`src/rtl/mmu_pkg.sv`:
```
// MMU shared types: TLB entry layout, TLB write-sequencer state encoding and
// replacement LFSR polynomial.
package mmu_pkg;

  typedef struct packed {
    logic        valid;
    logic [7:0]  asid;
    logic [19:0] vpn;
    logic [19:0] ppn;
    logic [3:0]  perm;
  } tlb_entry_t;

  typedef enum logic [2:0] {
    ST_IDLE,
    ST_SW_WR,
    ST_HW_SEL,
    ST_HW_WR,
    ST_FLUSH,
    ST_ACK
  } tlb_ctrl_state_t;

  localparam logic [15:0] TLB_LFSR_POLY = 16'hB400;

endpackage

```
`src/rtl/tlb_lfsr16.sv`:
```
// 16-bit Galois LFSR for TLB replacement-way selection; advances every cycle.
// A nonzero seed guarantees the register never holds zero.
module tlb_lfsr16
  import mmu_pkg::*;
(
  input  logic        clk,
  input  logic        rst,
  input  logic [15:0] seed,
  output logic [15:0] q
);

  logic [15:0] lfsr_q, lfsr_d;

  always_comb begin
    lfsr_d = lfsr_q >> 1;
    if (lfsr_q[0]) lfsr_d = lfsr_d ^ TLB_LFSR_POLY;
  end

  always_ff @(posedge clk or posedge rst) begin
    if (rst) lfsr_q <= seed;
    else     lfsr_q <= lfsr_d;
  end

  assign q = lfsr_q;

endmodule

```
`src/rtl/tlb_update_ctrl.sv`:
```
// TLB RAM write sequencer: arbitrates flush > software write > hardware fill
// onto the single write port. Hardware-fill path present only with TLB_HW_FILL_EN.
module tlb_update_ctrl
  import mmu_pkg::*;
#(
  parameter int          TLB_ASSOC   = 4,
  parameter int          TLB_ENTRIES = 1024,
  parameter logic [15:0] LFSR_SEED   = 16'hACE1,
  localparam int         IDX_W       = $clog2(TLB_ENTRIES)
) (
  input  logic                 clk,
  input  logic                 rst,
  input  logic                 sw_req,
  input  tlb_entry_t           sw_entry,
  input  logic [15:0]          sw_entry_no,
  input  logic [7:0]           sw_way,
  input  logic [63:0]          lock_map,
  input  logic                 hw_req,
  input  tlb_entry_t           hw_entry,
  input  logic [15:0]          hw_entry_no,
  output logic                 hw_ack,
  output logic [7:0]           hw_way,
  output logic                 sw_ack,
  input  logic                 flush_req,
  output logic                 flush_done,
  output logic                 busy,
  output logic                 wr_en,
  output logic [TLB_ASSOC-1:0] wr_way,
  output logic [IDX_W-1:0]     wr_adr,
  output tlb_entry_t           wr_dat
);

  localparam int WAY_W = $clog2(TLB_ASSOC);

  tlb_ctrl_state_t      state_q, state_d;
  logic                 wr_en_q, wr_en_d;
  logic [TLB_ASSOC-1:0] wr_way_q, wr_way_d;
  logic [IDX_W-1:0]     wr_adr_q, wr_adr_d;
  tlb_entry_t           wr_dat_q, wr_dat_d;
  logic                 sw_ack_q, sw_ack_d;
  logic                 flush_done_q, flush_done_d;
  logic                 busy_q, busy_d;
  logic [IDX_W-1:0]     cnt_q, cnt_d;
  logic                 hw_ack_d;
  logic [7:0]           hw_way_d;
  logic [WAY_W-1:0]     sel_way;

  function automatic logic [TLB_ASSOC-1:0] way_mask(input logic [7:0] w);
    logic [TLB_ASSOC-1:0] m;
    m = '0;
    if (w >= 8'(TLB_ASSOC)) m[TLB_ASSOC-1] = 1'b1;
    else                    m[w[WAY_W-1:0]] = 1'b1;
    return m;
  endfunction

`ifdef TLB_HW_FILL_EN
  logic       hw_ack_q;
  logic [7:0] hw_way_q;
  logic [15:0] lfsr;
  logic [5:0]  grp;
  logic        unused_ok;

  tlb_lfsr16 u_lfsr (
    .clk  (clk),
    .rst  (rst),
    .seed (LFSR_SEED),
    .q    (lfsr)
  );

  // wr_adr_q already holds the latched fill index while in HW_SEL
  assign grp = wr_adr_q[IDX_W-1 -: 6];

  always_comb begin
    sel_way = lfsr[WAY_W-1:0];
    if (lock_map[grp] && sel_way == WAY_W'(TLB_ASSOC-1)) sel_way = WAY_W'(TLB_ASSOC-2);
  end

  always_ff @(posedge clk or posedge rst) begin
    if (rst) begin
      hw_ack_q <= 1'b0;
      hw_way_q <= '0;
    end else begin
      hw_ack_q <= hw_ack_d;
      hw_way_q <= hw_way_d;
    end
  end

  assign hw_ack    = hw_ack_q;
  assign hw_way    = hw_way_q;
  assign unused_ok = ^{sw_entry_no, hw_entry_no, lfsr};
`else
  logic unused_ok;
  assign sel_way   = '0;
  assign hw_ack    = 1'b0;
  assign hw_way    = '0;
  assign unused_ok = ^{sw_entry_no, hw_req, hw_entry, hw_entry_no, lock_map, sel_way,
                       hw_ack_d, hw_way_d};
`endif

  always_comb begin
    state_d      = state_q;
    wr_en_d      = 1'b0;
    wr_way_d     = wr_way_q;
    wr_adr_d     = wr_adr_q;
    wr_dat_d     = wr_dat_q;
    sw_ack_d     = 1'b0;
    hw_ack_d     = 1'b0;
    hw_way_d     = hw_way;
    flush_done_d = 1'b0;
    cnt_d        = cnt_q;
    unique case (state_q)
      ST_IDLE: begin
        if (flush_req) begin
          state_d  = ST_FLUSH;
          wr_en_d  = 1'b1;
          wr_way_d = '1;
          wr_adr_d = '0;
          wr_dat_d = '0;
          cnt_d    = '0;
        end else if (sw_req) begin
          state_d  = ST_SW_WR;
          wr_en_d  = 1'b1;
          wr_way_d = way_mask(sw_way);
          wr_adr_d = sw_entry_no[IDX_W-1:0];
          wr_dat_d = sw_entry;
        end
`ifdef TLB_HW_FILL_EN
        else if (hw_req) begin
          state_d  = ST_HW_SEL;
          wr_adr_d = hw_entry_no[IDX_W-1:0];
          wr_dat_d = hw_entry;
        end
`endif
      end
      ST_SW_WR: begin
        state_d  = ST_ACK;
        sw_ack_d = 1'b1;
      end
`ifdef TLB_HW_FILL_EN
      ST_HW_SEL: begin
        state_d  = ST_HW_WR;
        wr_en_d  = 1'b1;
        wr_way_d = way_mask(8'(sel_way));
        hw_way_d = 8'(sel_way);
      end
      ST_HW_WR: begin
        state_d  = ST_ACK;
        hw_ack_d = 1'b1;
      end
`endif
      ST_FLUSH: begin
        if (cnt_q == IDX_W'(TLB_ENTRIES-1)) begin
          state_d      = ST_ACK;
          flush_done_d = 1'b1;
        end else begin
          cnt_d    = cnt_q + 1'b1;
          wr_en_d  = 1'b1;
          wr_adr_d = cnt_q + 1'b1;
        end
      end
      ST_ACK:  state_d = ST_IDLE;
      default: state_d = ST_IDLE;
    endcase
    busy_d = (state_d != ST_IDLE);
  end

  always_ff @(posedge clk or posedge rst) begin
    if (rst) begin
      state_q      <= ST_IDLE;
      wr_en_q      <= 1'b0;
      wr_way_q     <= '0;
      wr_adr_q     <= '0;
      wr_dat_q     <= '0;
      sw_ack_q     <= 1'b0;
      flush_done_q <= 1'b0;
      busy_q       <= 1'b0;
      cnt_q        <= '0;
    end else begin
      state_q      <= state_d;
      wr_en_q      <= wr_en_d;
      wr_way_q     <= wr_way_d;
      wr_adr_q     <= wr_adr_d;
      wr_dat_q     <= wr_dat_d;
      sw_ack_q     <= sw_ack_d;
      flush_done_q <= flush_done_d;
      busy_q       <= busy_d;
      cnt_q        <= cnt_d;
    end
  end

  assign wr_en      = wr_en_q;
  assign wr_way     = wr_way_q;
  assign wr_adr     = wr_adr_q;
  assign wr_dat     = wr_dat_q;
  assign sw_ack     = sw_ack_q;
  assign flush_done = flush_done_q;
  assign busy       = busy_q;

endmodule

```
`config.mk`:
```
export PLATFORM = sky130hd
export DESIGN_NAME = tlb_update_ctrl
export DESIGN_NICKNAME = d
export VERILOG_FILES = /design/src/rtl/mmu_pkg.sv /design/src/rtl/tlb_lfsr16.sv /design/src/rtl/tlb_update_ctrl.sv
export SDC_FILE = /design/constraint.sdc
export NUM_CORES = 1
export LEC_CHECK = 0
export CAP_MARGIN = 5
export CORE_AREA = 2 2 113 115
export CTS_CLUSTER_DIAMETER = 150
export CTS_CLUSTER_SIZE = 30
export DETAILED_ROUTE_END_ITERATION = 6
export DIE_AREA = 0 0 115 117
export GPL_TIMING_DRIVEN = 0
export PLACE_DENSITY = 0.82
export SLEW_MARGIN = 10
export SYNTH_ARGS = -nofsm -noshare
export SYNTH_HDL_FRONTEND = slang
export SYNTH_SLANG_ARGS = --single-unit
```
`constraint.sdc`:
```
create_clock -name clk -period 3.8 [get_ports clk]
set_input_delay 0.38 -clock clk [delete_from_list [all_inputs] [get_ports clk]]
set_output_delay 0.38 -clock clk [all_outputs]
set_load 0.005 [all_outputs]
```
=== After elaboration in Yosys (flattened, before gate mapping) ===
Cells that the tools add are included.

* Word-level logic and storage cells: 56
* Bits of input ports: 215
* Flip-flop bits (word level): 84
* Output and inout port bits: 80

* Equality and inequality tests: 6
* Reduce and logical (&&, ||, !) cells: 8
* Magnitude comparators: 3
* Add/subtract/negate cells: 1
* Multiplexer cells: 25

{| class="wikitable"
|+ Operators by type and width
! cell !! number
|-
| 2-to-1 mux 53 bit || 2
|-
| 2-to-1 mux 10 bit || 4
|-
| case mux 10 bit (2 select lines) || 2
|-
| 2-to-1 mux 3 bit || 4
|-
| adder 10 x 1 -> 10 bit (second input constant) || 1
|-
| equality test 10 bit (second input constant) || 1
|-
| case mux 3 bit (3 select lines) || 1
|-
| >= comparator 8 x 3 -> 1 bit (second input constant) || 1
|-
| 2-to-1 mux 1 bit || 8
|-
| 2-to-1 mux 4 bit || 2
|-
| AND reduction 3 bit || 2
|-
| != test 2 bit (second input constant) || 2
|-
| nonzero test 2 bit || 2
|-
| equality test 3 x 1 -> 1 bit (second input constant) || 1
|-
| equality test 3 bit (second input constant) || 1
|-
| logical NOT 3 bit || 1
|-
| less-than comparator 2 x 3 -> 1 bit (second input constant) || 1
|-
| != test 3 bit (second input constant) || 1
|-
| nonzero test 3 bit || 1
|-
| demux 1 bit (select 2 bit) || 1
|-
| >= comparator 2 x 1 -> 1 bit (second input constant) || 1
|-
| case mux 1 bit (2 select lines) || 1
|-
| AND reduction 2 bit || 1
|-
| logical AND 1 bit || 1
|}

=== Longest topological paths before layout ===
Gate-level depths: netlist (run 1).

* Depth in word-level cells: 7
* Depth in mapped cells: 7

=== Worst setup path after synthesis (run 1) ===
OpenSTA, ideal clock, no wires.

* Path type: reg2reg
* From: register cnt_q[0]
* To: register wr_adr_q[0] (netlist: wr_adr[0])
* Data arrival time: 1871 ps
* Stages on the path, launching flop included: 7
* Path buffers: 1
* Required time: 3675 ps
* Path slack: 1804 ps
* Path through: dfrtp_1 -> ha_1 -> nand2_1 -> o41ai_4 -> nor2_2 -> buf_6 -> mux2_4

* Cells in the longest elaborated chain, start to end: 3
* Elaborated cells on any way between the ends: 6
* Classes of those cells: 1 x add/sub; 2 x eq/ne; 2 x mux; 1 x reduce/logical

{| class="wikitable"
|+ RTL lines
! element !! line !! RTL
|-
| start, declared || tlb_update_ctrl.sv:43 || <nowiki>logic [IDX_W-1:0] cnt_q, cnt_d;</nowiki>
|-
| start signal, assigned || tlb_update_ctrl.sv:187 || <nowiki>cnt_q <= cnt_d;</nowiki>
|-
| adder 10 x 1 -> 10 bit / equality test 10 bit (equally long branches) || tlb_update_ctrl.sv:158, tlb_update_ctrl.sv:152 ||
|-
| 2-to-1 mux 10 bit / != test 2 bit (equally long branches) || -- ||
|-
| case mux 10 bit (2 select lines) / AND reduction 3 bit (equally long branches) || -- ||
|-
| end signal, assigned || tlb_update_ctrl.sv:182 || <nowiki>wr_adr_q <= wr_adr_d;</nowiki>
|-
| end, declared || tlb_update_ctrl.sv:38 || <nowiki>logic [IDX_W-1:0] wr_adr_q, wr_adr_d;</nowiki>
|}

Parallel ways exist; a longest one is shown, timed or not. The select of a mux whose other input is x is not followed.
A chain may end at the register's enable or synchronous reset.

=== Final worst setup path (run 1) ===
Ends and elaborated chain as after synthesis.

==> run metrics, run 1 <==
status=finished, final reports clean; Pleak=0.002384 µW; Setup TNS=0 ps; Initial Util=28.73%; Final setup viols=0; flops & latches, synth=84; Pwr Density=447.2 nW/µm²; Clock Path Buffers=2; number of CTS-inserted buffers=9; Initial DRC Count=188; metal3 WL=1053 µm; Synth Area in Adders=0.3537%; FILL cells=1,137; First-pass DRT Iterations=4; Final Critical Period=2396 ps; WP data required=4030 ps; count leader, synth=dfrtp_1; final cell count without fillers=602; met2 routed WL=5059 µm; postcts setup bufs=0; Synth top cells by count=84 x dfrtp_1, 54 x a22o_1, 13 x nor2_1; kind of critical path=register to register; die area=13,460 µm²; Avg Cell Area, Syn=12.54 µm²; largest net degree at the start of global routing=48; Post-Synth Simple-Gate Area=7.676%; drt drc=0; DIE WIDTH=115 µm; hold buffers post-CTS=0; vias per std cell=5.028; Top Ports=295; area of the core=12,310 µm²; # clock sinks=84; ys flop type=dfrtp_1; Syn Inst Count=282; headroom to the max-slew limit=39.19%; layout cells sized above 1=10.40%; RSZ-0062 raised after global routing=false; mux cell area share after synthesis=2.335%; HP Class=input pin to async pin; # port buffers=144; via count=3,027; # diodes=0; CTS H-tree lvls=3; first-pass GRT wire length=16,300 µm; Worst setup SP type=register; die height=117 µm; yosys warns=0; Layout area overhead=56.21%; Post-DRT Antenna Nets=0; Clock transition at path regs=70 ps; Area contributors post-synth=dfrtp_1 59%, a22o_1 13%, buf_4 1.9%, mux2_4 1.7%, o21ai_0 1.4%; Worst EP arrival=2620 ps; FP Rows=41; Clock Skew=9.226 ps; GRT Residual Overflow=0; CTS tree=built; mapped cell area=3537 µm²; complex-gate fraction of the synthesized area=24.48%; DP Wirelength=8198 µm; Worst IR Drop VDD=257.2 µV; initial antenna violation count=0; post-CTS sizing=0; Final Util=44.88%; Total GRT Usage=16.27%; Least-Margin Pin Slew=908.2 ps; Max Used Layer=met4; placed instance count=586; fmax=417.4 MHz; Post-synth EDFFs=0; post-synth top area share=59.43%; endpoints failing hold=0; nets=663; post-synth top area cell=dfrtp_1; Hold Slack=468.5 ps; worst-path fanout max=10; Final Cycle Share=63.05%; WL/cell=17.97 µm; GP Congestion=0.9311; Netlist cell types=53; XOR/XNOR Fraction of Synth Area=0.7428%; CTS root buf=clkbuf_16; Skew-Pair Late Insertion Delay=340 ps; post-synthesis async set-or-reset flop share=100.0%; post-synthesis sequential area ratio=59.43%; CP Capture Type=register; Total Routed Length=10,820 µm; MaxCap Viol Count=0; overall power=2471 µW; met1 wire length=4463 µm; vias in the first global route=3,038; Slew Limit Fails=0; main combinational cell family by area after synthesis=compound AO/OA/AOI/OAI gates
## worst max-delay path: stages (launching register included)
cell and delay (ps):
dfrtp_1 450, ha_1 310, nand2_1 260, o41ai_4 670
nor2_2 100, buf_6 180, mux2_4 300
## layout by cell type, fill, tap and decap left out, types with 2 or more instances in the layout
master / count
o31ai_1: 5
a22o_1: 54
clkbuf_16: 9
nand4_1: 2
nor3_1: 6
clkbuf_1: 10
or3_1: 2
nor3b_1: 2
inv_1: 2
a31oi_1: 4
clkbuf_2: 2
and3_1: 2
a221o_1: 2
dfrtp_1: 84
o2bb2ai_1: 4
buf_2: 7
a2bb2oi_1: 3
a21oi_1: 8
mux2_4: 4
xor2_1: 2
a211oi_1: 2
o21a_1: 3
nand3_1: 4
clkdlybuf4s50_1: 144
buf_4: 9
nor2_1: 13
nor4_1: 2
a311oi_1: 2
o21ai_0: 10
nand2_1: 6
conb_1: 10
nand4b_1: 2
## power breakdown
group	total, µW	switching (µW)	internal [µW]	leakage [µW]
registers	1060	64.7	996	0.00110
clock network	890	360	530	0.000146
logic	520	189	331	0.00114
## cells by family after synthesis
kind of cell	count (synthesis)
and+or+nand+nor	48
buffers and inverters	32
xor gates and xnor gates	3
other	1
AOI/OAI and AO/OA	107
muxes	6
DFF	84
adders and majority gates	1
## flip-flops by register name, summed over array words and instances, names as in the netlist
| register | count |
|---|---|
| flush_done | 1 |
| wr_en | 1 |
| sw_ack | 1 |
| wr_dat | 53 |
| wr_adr | 10 |
| state_q | 3 |
| wr_way | 4 |
| cnt_q | 10 |
| busy | 1 |
## final cells by class
class | count | area, µm² | share of cell area, %
Clock buffer | 11 | 242.7 | 4.393
Multi-Input combinational cell | 175 | 1296 | 23.46
Clock inverter | 5 | 60.06 | 1.087
Tap cell | 150 | 187.7 | 3.397
Buffer | 29 | 161.4 | 2.921
Sequential cell | 84 | 2102 | 38.04
Timing Repair Buffer | 145 | 1461 | 26.45
Inverter | 3 | 13.76 | 0.2491
## through the flow
step | setup slack [ps] | cell area [µm²]
finish | 1404 | 5525
global placement | 6.407 | 5200
CTS | 1434 | 5525
floorplan | 1255 | 3571
global route | 1305 | 5525
detailed placement | 1296 | 5223
## per-layer routing
| metal | up-vias | track usage [%] |
|---|---|---|
| li1 | 1392 | - |
| met1 | 1468 | 20.09 |
| met2 | 152 | 25.65 |
| met3 | 15 | 5.870 |
| met4 | 0 | 7.470 |
| met5 | - | 0 |
## path summary, 6_finish.rpt
check                              to        from  cells after the start  slack, ps
setup / recovery            wr_adr[0]    cnt_q[0]                      6       1400
hold / removal             wr_dat[35]         rst                      2        470
setup reg to reg            wr_adr[0]    cnt_q[0]                      6       1400
hold reg to reg            wr_dat[21]  wr_dat[21]                      1        510
max in group asynchronous  wr_dat[32]         rst                      3       2710
min in group clk           state_q[2]   flush_req                      3        470
No activity file was read; power rests on OpenSTA's default activity.
==> run 2, diff against run 1 <==
- CORE_AREA: 2 2 113 115 -> default
- CORE_ASPECT_RATIO: default -> 0.75
- CORE_MARGIN: default -> 1
- CORE_UTILIZATION: default -> 29
- DIE_AREA: 0 0 115 117 -> default
- PLACE_DENSITY: 0.82 -> 0.84
- clock period: 3.8 -> 2.1 ns (I/O delays scaled with it)
==> run metrics, run 2 (synthesized netlist as in run 1, its figures left out) <==
status=finished, final reports clean; CP Capture Type=register; crit-path leading delay family=flip-flops; HP Class=input pin to async pin; WP data required=2320 ps (-1710 ps); largest net degree at the start of global routing=43 (-10%); Worst EP arrival=2270 ps (-350 ps); CTS root buf=clkbuf_16; fmax=488.7 MHz (+17%); fin area=5640 µm² (+2.1%); # clock sinks=84 (unchanged); Post-DRT Antenna Nets=0 (unchanged); CP max stage cell=dfrtp_1; Clock Path Buffers=2 (unchanged); number of CTS-inserted buffers=9 (unchanged); Initial Util=30.13% (+1.4 points); nets=668 (+0.75%); GP Congestion=0.8229 (-12%); drt drc=0 (unchanged); area of the core=11,740 µm² (-4.6%); Total GRT Usage=16.99% (+0.72 points); Setup TNS=0 ps (unchanged); endpoints failing hold=0 (unchanged); MaxCap Viol Count=0 (unchanged); number of flip-flops in the largest register=53 (unchanged); # port buffers=144 (unchanged); first-pass GRT wire length=16,460 µm (+0.98%); headroom to the max-slew limit=59.45% (+20 points); CTS H-tree lvls=3 (unchanged); Skew-Pair Late Insertion Delay=330 ps (about the same); GRT Residual Overflow=0 (unchanged); # diodes=0 (unchanged); Least-Margin Pin Slew=601.9 ps (-306.2 ps); placed instance count=599 (+2.2%); Critical Path Max Stage Delay=430 ps (-240 ps); via count=3,099 (+2.4%); First-pass DRT Iterations=4 (unchanged); layout cells sized above 1=12.47% (+2.1 points); Top Ports=295 (unchanged); vias in the first global route=3,064 (+0.86%); kind of critical path=register to register; Crit. path cell count=7 (+1); Clock transition at path regs=60 ps (about the same); Final Critical Period=2046 ps (-349.8 ps); DIE WIDTH=129.5 µm (+13%); Final setup viols=0 (unchanged); FP Rows=34 (-17%); CTS tree=built; Worst setup SP type=register; initial antenna violation count=0 (unchanged); worst path bufs/invs=2 (+1); die area=12,650 µm² (-6.0%); Total Routed Length=10,370 µm (-4.1%); R2R depth=7 (+1); vias per std cell=5.006 (-0.43%); die height=97.65 µm (-17%); Pleak=0.002412 µW (+1.2%); WL/cell=16.76 µm (-6.7%); commonest non-fill, non-tap cell in the layout=clkdlybuf4s50_1; Worst IR Drop VDD=374.3 µV (+46%); CP Launch Point=cnt_q[1]; Slew Limit Fails=0 (unchanged); Cell Area, Placed=5259 µm² (+0.69%); RR Startpoint=cnt_q[1]; most frequent cells in the layout=144 x clkdlybuf4s50_1, 83 x dfrtp_1, 54 x a22o_1, 13 x buf_4, 11 x nor2_1; Pwr Density=816.5 nW/µm² (+83%); Final Cycle Share=97.44% (+34 points); Clock Skew=6.740 ps (-2.485 ps); final cell count without fillers=619 (+2.8%); Layout area overhead=59.46%; DP Wirelength=7650 µm (-6.7%); Initial DRC Count=383 (+100%); hold buffers post-CTS=0 (unchanged); worst-path fanout max=10 (unchanged); cells along the critical path=ha_2, nand2_2, o41ai_4, buf_4, nor2_2, buf_6, mux2_4
-- run 2: cell types whose count changed in the layout (fill, tap and decap cells not counted), sizes merged --
cell	before	now
clkinvlp	1	3
clkbuf	22	23
inv	4	3
bufinv	1	2
clkinv	2	0
buf	19	23
-- run 2: what timing repair did --
action,CTS,global route
cloned,0,0
setup endpoints to repair,42,67
setup buffers,2,2
gates resized for setup,2,6
pin swaps,1,2
-- run 2: through the flow --
stage	util, %	setup slack [ps]	total power [µW]	hold slack, ps
floorplan	-	104.2	2275	342.7
global placement	44.45	-203.6	2845	485.1
detailed placement	44.79	-267.6	2882	486.0
CTS	47.77	-3.950	4643	139.1
global route	48.04	-16.21	4788	147.5
finish	48.04	53.75	4605	150.4
-- run 2: report_power, final --
part / total (µW) / internal [µW] / switching (µW)
clock network: 1730 / 1080 / 652
logic: 955 / 613 / 342
registers: 1920 / 1800 / 116
-- run 2: layout make-up --
type | instances | area [µm²]
plain buffers | 29 | 163.9
repair buffers | 150 | 1511
clock inverters | 5 | 83.83
clock buffers | 11 | 242.7
well taps | 162 | 202.7
multi-input cells | 175 | 1318
flip-flops and latches | 84 | 2103
inverters | 3 | 15.01
fillers | 1054 | 6101
-- run 2: worst paths after layout --
| kind | end | slack, ps |
|---|---|---|
| setup / recovery | wr_adr[4] | 50 |
| hold / removal | wr_dat[21] | 150 |
| setup reg to reg | wr_adr[4] | 50 |
| hold reg to reg | wr_dat[44] | 500 |
| max in group asynchronous | wr_way[1] | 1500 |
| min in group clk | state_q[2] | 330 |
-- run 2: per-layer routing --
| layer | track usage (%) | wire length (µm) |
|---|---|---|
| met5 | 0 | 0 |
| met4 | 6.440 | 185 |
| met3 | 4.791 | 753 |
| met2 | 25.48 | 4703 |
| met1 | 23.14 | 4730 |
==> run 3, diff against run 2 <==
- CELL_PAD_IN_SITES_DETAIL_PLACEMENT: default -> 1
- CELL_PAD_IN_SITES_GLOBAL_PLACEMENT: default -> 2
- CORE_UTILIZATION: 29 -> 16
- GPL_ROUTABILITY_DRIVEN: default -> 1
- PLACE_DENSITY: 0.84 -> 0.85
==> run metrics, run 3 (synthesized netlist as in run 1, its figures left out) <==
CTS H-tree lvls=3 (unchanged); Final setup viols=0 (unchanged); Initial Util=16.52% (-14 points); HP Class=input pin to async pin; layout cells sized above 1=13.97% (+1.5 points); headroom to the max-slew limit=56.98% (-2.5 points); # clock sinks=84 (unchanged); most frequent cells in the layout=144 x clkdlybuf4s50_1, 82 x dfrtp_1, 54 x a22o_1, 16 x buf_4, 11 x nor2_1; Worst setup SP type=register; First-pass DRT Iterations=4 (unchanged); CP Capture Type=register; Skew-Pair Late Insertion Delay=340 ps (about the same); overall power=4458 µW (-3.2%); CTS tree=built; Setup WS post-layout=85.61 ps (+31.86 ps); vias per std cell=4.186 (-16%); DP Wirelength=9378 µm (+23%); MaxCap Viol Count=0 (unchanged); DIE WIDTH=173.7 µm (+34%); first-pass GRT wire length=18,580 µm (+13%); Total Routed Length=12,340 µm (+19%); area of the core=21,410 µm² (+82%); GRT Residual Overflow=0 (unchanged); largest net degree at the start of global routing=39 (-9.3%); status=finished, final reports clean; Worst EP arrival=2250 ps (-20 ps); commonest non-fill, non-tap cell in the layout=clkdlybuf4s50_1; Top Ports=295 (unchanged); Final Critical Period=2014 ps (-31.86 ps); Critical Path Max Stage Delay=500 ps (+70 ps); Post-Place Setup Slack=-399.4 ps (-131.8 ps); via count=3,123 (+0.77%); Least-Margin Pin Slew=640.3 ps (+38.39 ps); CTS root buf=clkbuf_16; CP Launch Point=cnt_q[0]; cells along the critical path=ha_4, nand2_2, o41ai_4, nor2_2, buf_6, mux2_4; # diodes=0 (unchanged); Final Cycle Share=95.92% (-1.5 points); WL/cell=16.55 µm (-1.2%); # port buffers=144 (unchanged); FP Rows=46 (+35%); endpoints failing hold=0 (unchanged); WP data required=2330 ps (about the same); number of CTS-inserted buffers=9 (unchanged); Clock Path Buffers=2 (unchanged); Clock transition at path regs=70 ps (about the same); Initial DRC Count=108 (-72%); drt drc=0 (unchanged); Pwr Density=771.0 nW/µm² (-5.6%); die height=130.8 µm (+34%); nets=669 (+0.15%); vias in the first global route=3,408 (+11%); Post-DRT Antenna Nets=0 (unchanged); Slew Limit Fails=0 (unchanged); die area=22,710 µm² (+80%); Worst IR Drop VDD=309.5 µV (-17%); kind of critical path=register to register; GP Congestion=0.8086 (-1.7%); Clock Skew=7.388 ps (+0.6476 ps); Layout area overhead=63.46%; RSZ-0062 raised after global routing=false; worst-path fanout max=10 (unchanged); Pleak=0.002403 µW (-0.37%); RR Startpoint=cnt_q[0]; number of flip-flops in the largest register=53 (unchanged); Setup TNS=0 ps (unchanged); Total GRT Usage=10.49% (-6.5 points); CP max stage cell=o41ai_4; fmax=496.4 MHz (+1.6%); initial antenna violation count=0 (unchanged)
[run 3: timing repair]
action	4_1_cts	5_1_grt
buffers inserted	2	4
endpoints found under the setup margin	75	20
gates resized for setup	6	6
pin swaps	1	2
endpoints found under the hold margin	0	0
hold buffers	0	0
[run 3: metal layers]
layer  GRT usage (%)  up-vias  part of all wire, %
met2           17.67       99                   50
met4           4.025        0                  1.5
li1                -     1403                    -
met5               0        -                    0
met1           13.34     1607                   44
met3           2.199       14                  4.4
[run 3: final timing paths]
path	endpoint	slack [ps]	depth (start not counted)
min in group clk	state_q[2]	320	3
worst min register to register	wr_way[0]	500	1
worst max register to register	wr_adr[1]	90	6
max in group asynchronous	cnt_q[0]	1400	3
worst max-delay path	wr_adr[1]	90	6
worst min-delay path	wr_dat[19]	190	2
[run 3: final cells by class]
type / count / area [µm²]
fillers: 2411 / 15630
repair buffers: 152 / 1526
well taps: 288 / 360.3
plain buffers: 28 / 161.4
multi-input cells: 175 / 1330
clock buffers: 9 / 225.2
inverters: 3 / 15.01
clock inverters: 7 / 58.81
flip-flops and latches: 84 / 2105
[run 3: critical path, delay by kind of cell, from the launching register on]
kind	cells	cell delay, ps
mux	1	300
simple gates	2	260
buf+inv	1	180
fa+ha+maj	1	200
compound gates	1	500
flops	1	460
[run 3: through the flow]
stage                     cell area (µm²)  hold slack (ps)  util [%]  cells
final                                5782            185.9     27.00    746
after floorplan                      3575            342.7         -    291
after global routing                 5782            204.6     27.00    746
after global placement               5376            476.6     25.11    723
after detailed placement             5416            490.7     25.30    725
after CTS                            5731            177.5     26.76    742
[run 3: power by group]
group | switching [µW] | internal (µW)
Clock | 737 | 822
Combinational | 361 | 617
Sequential | 119 | 1800
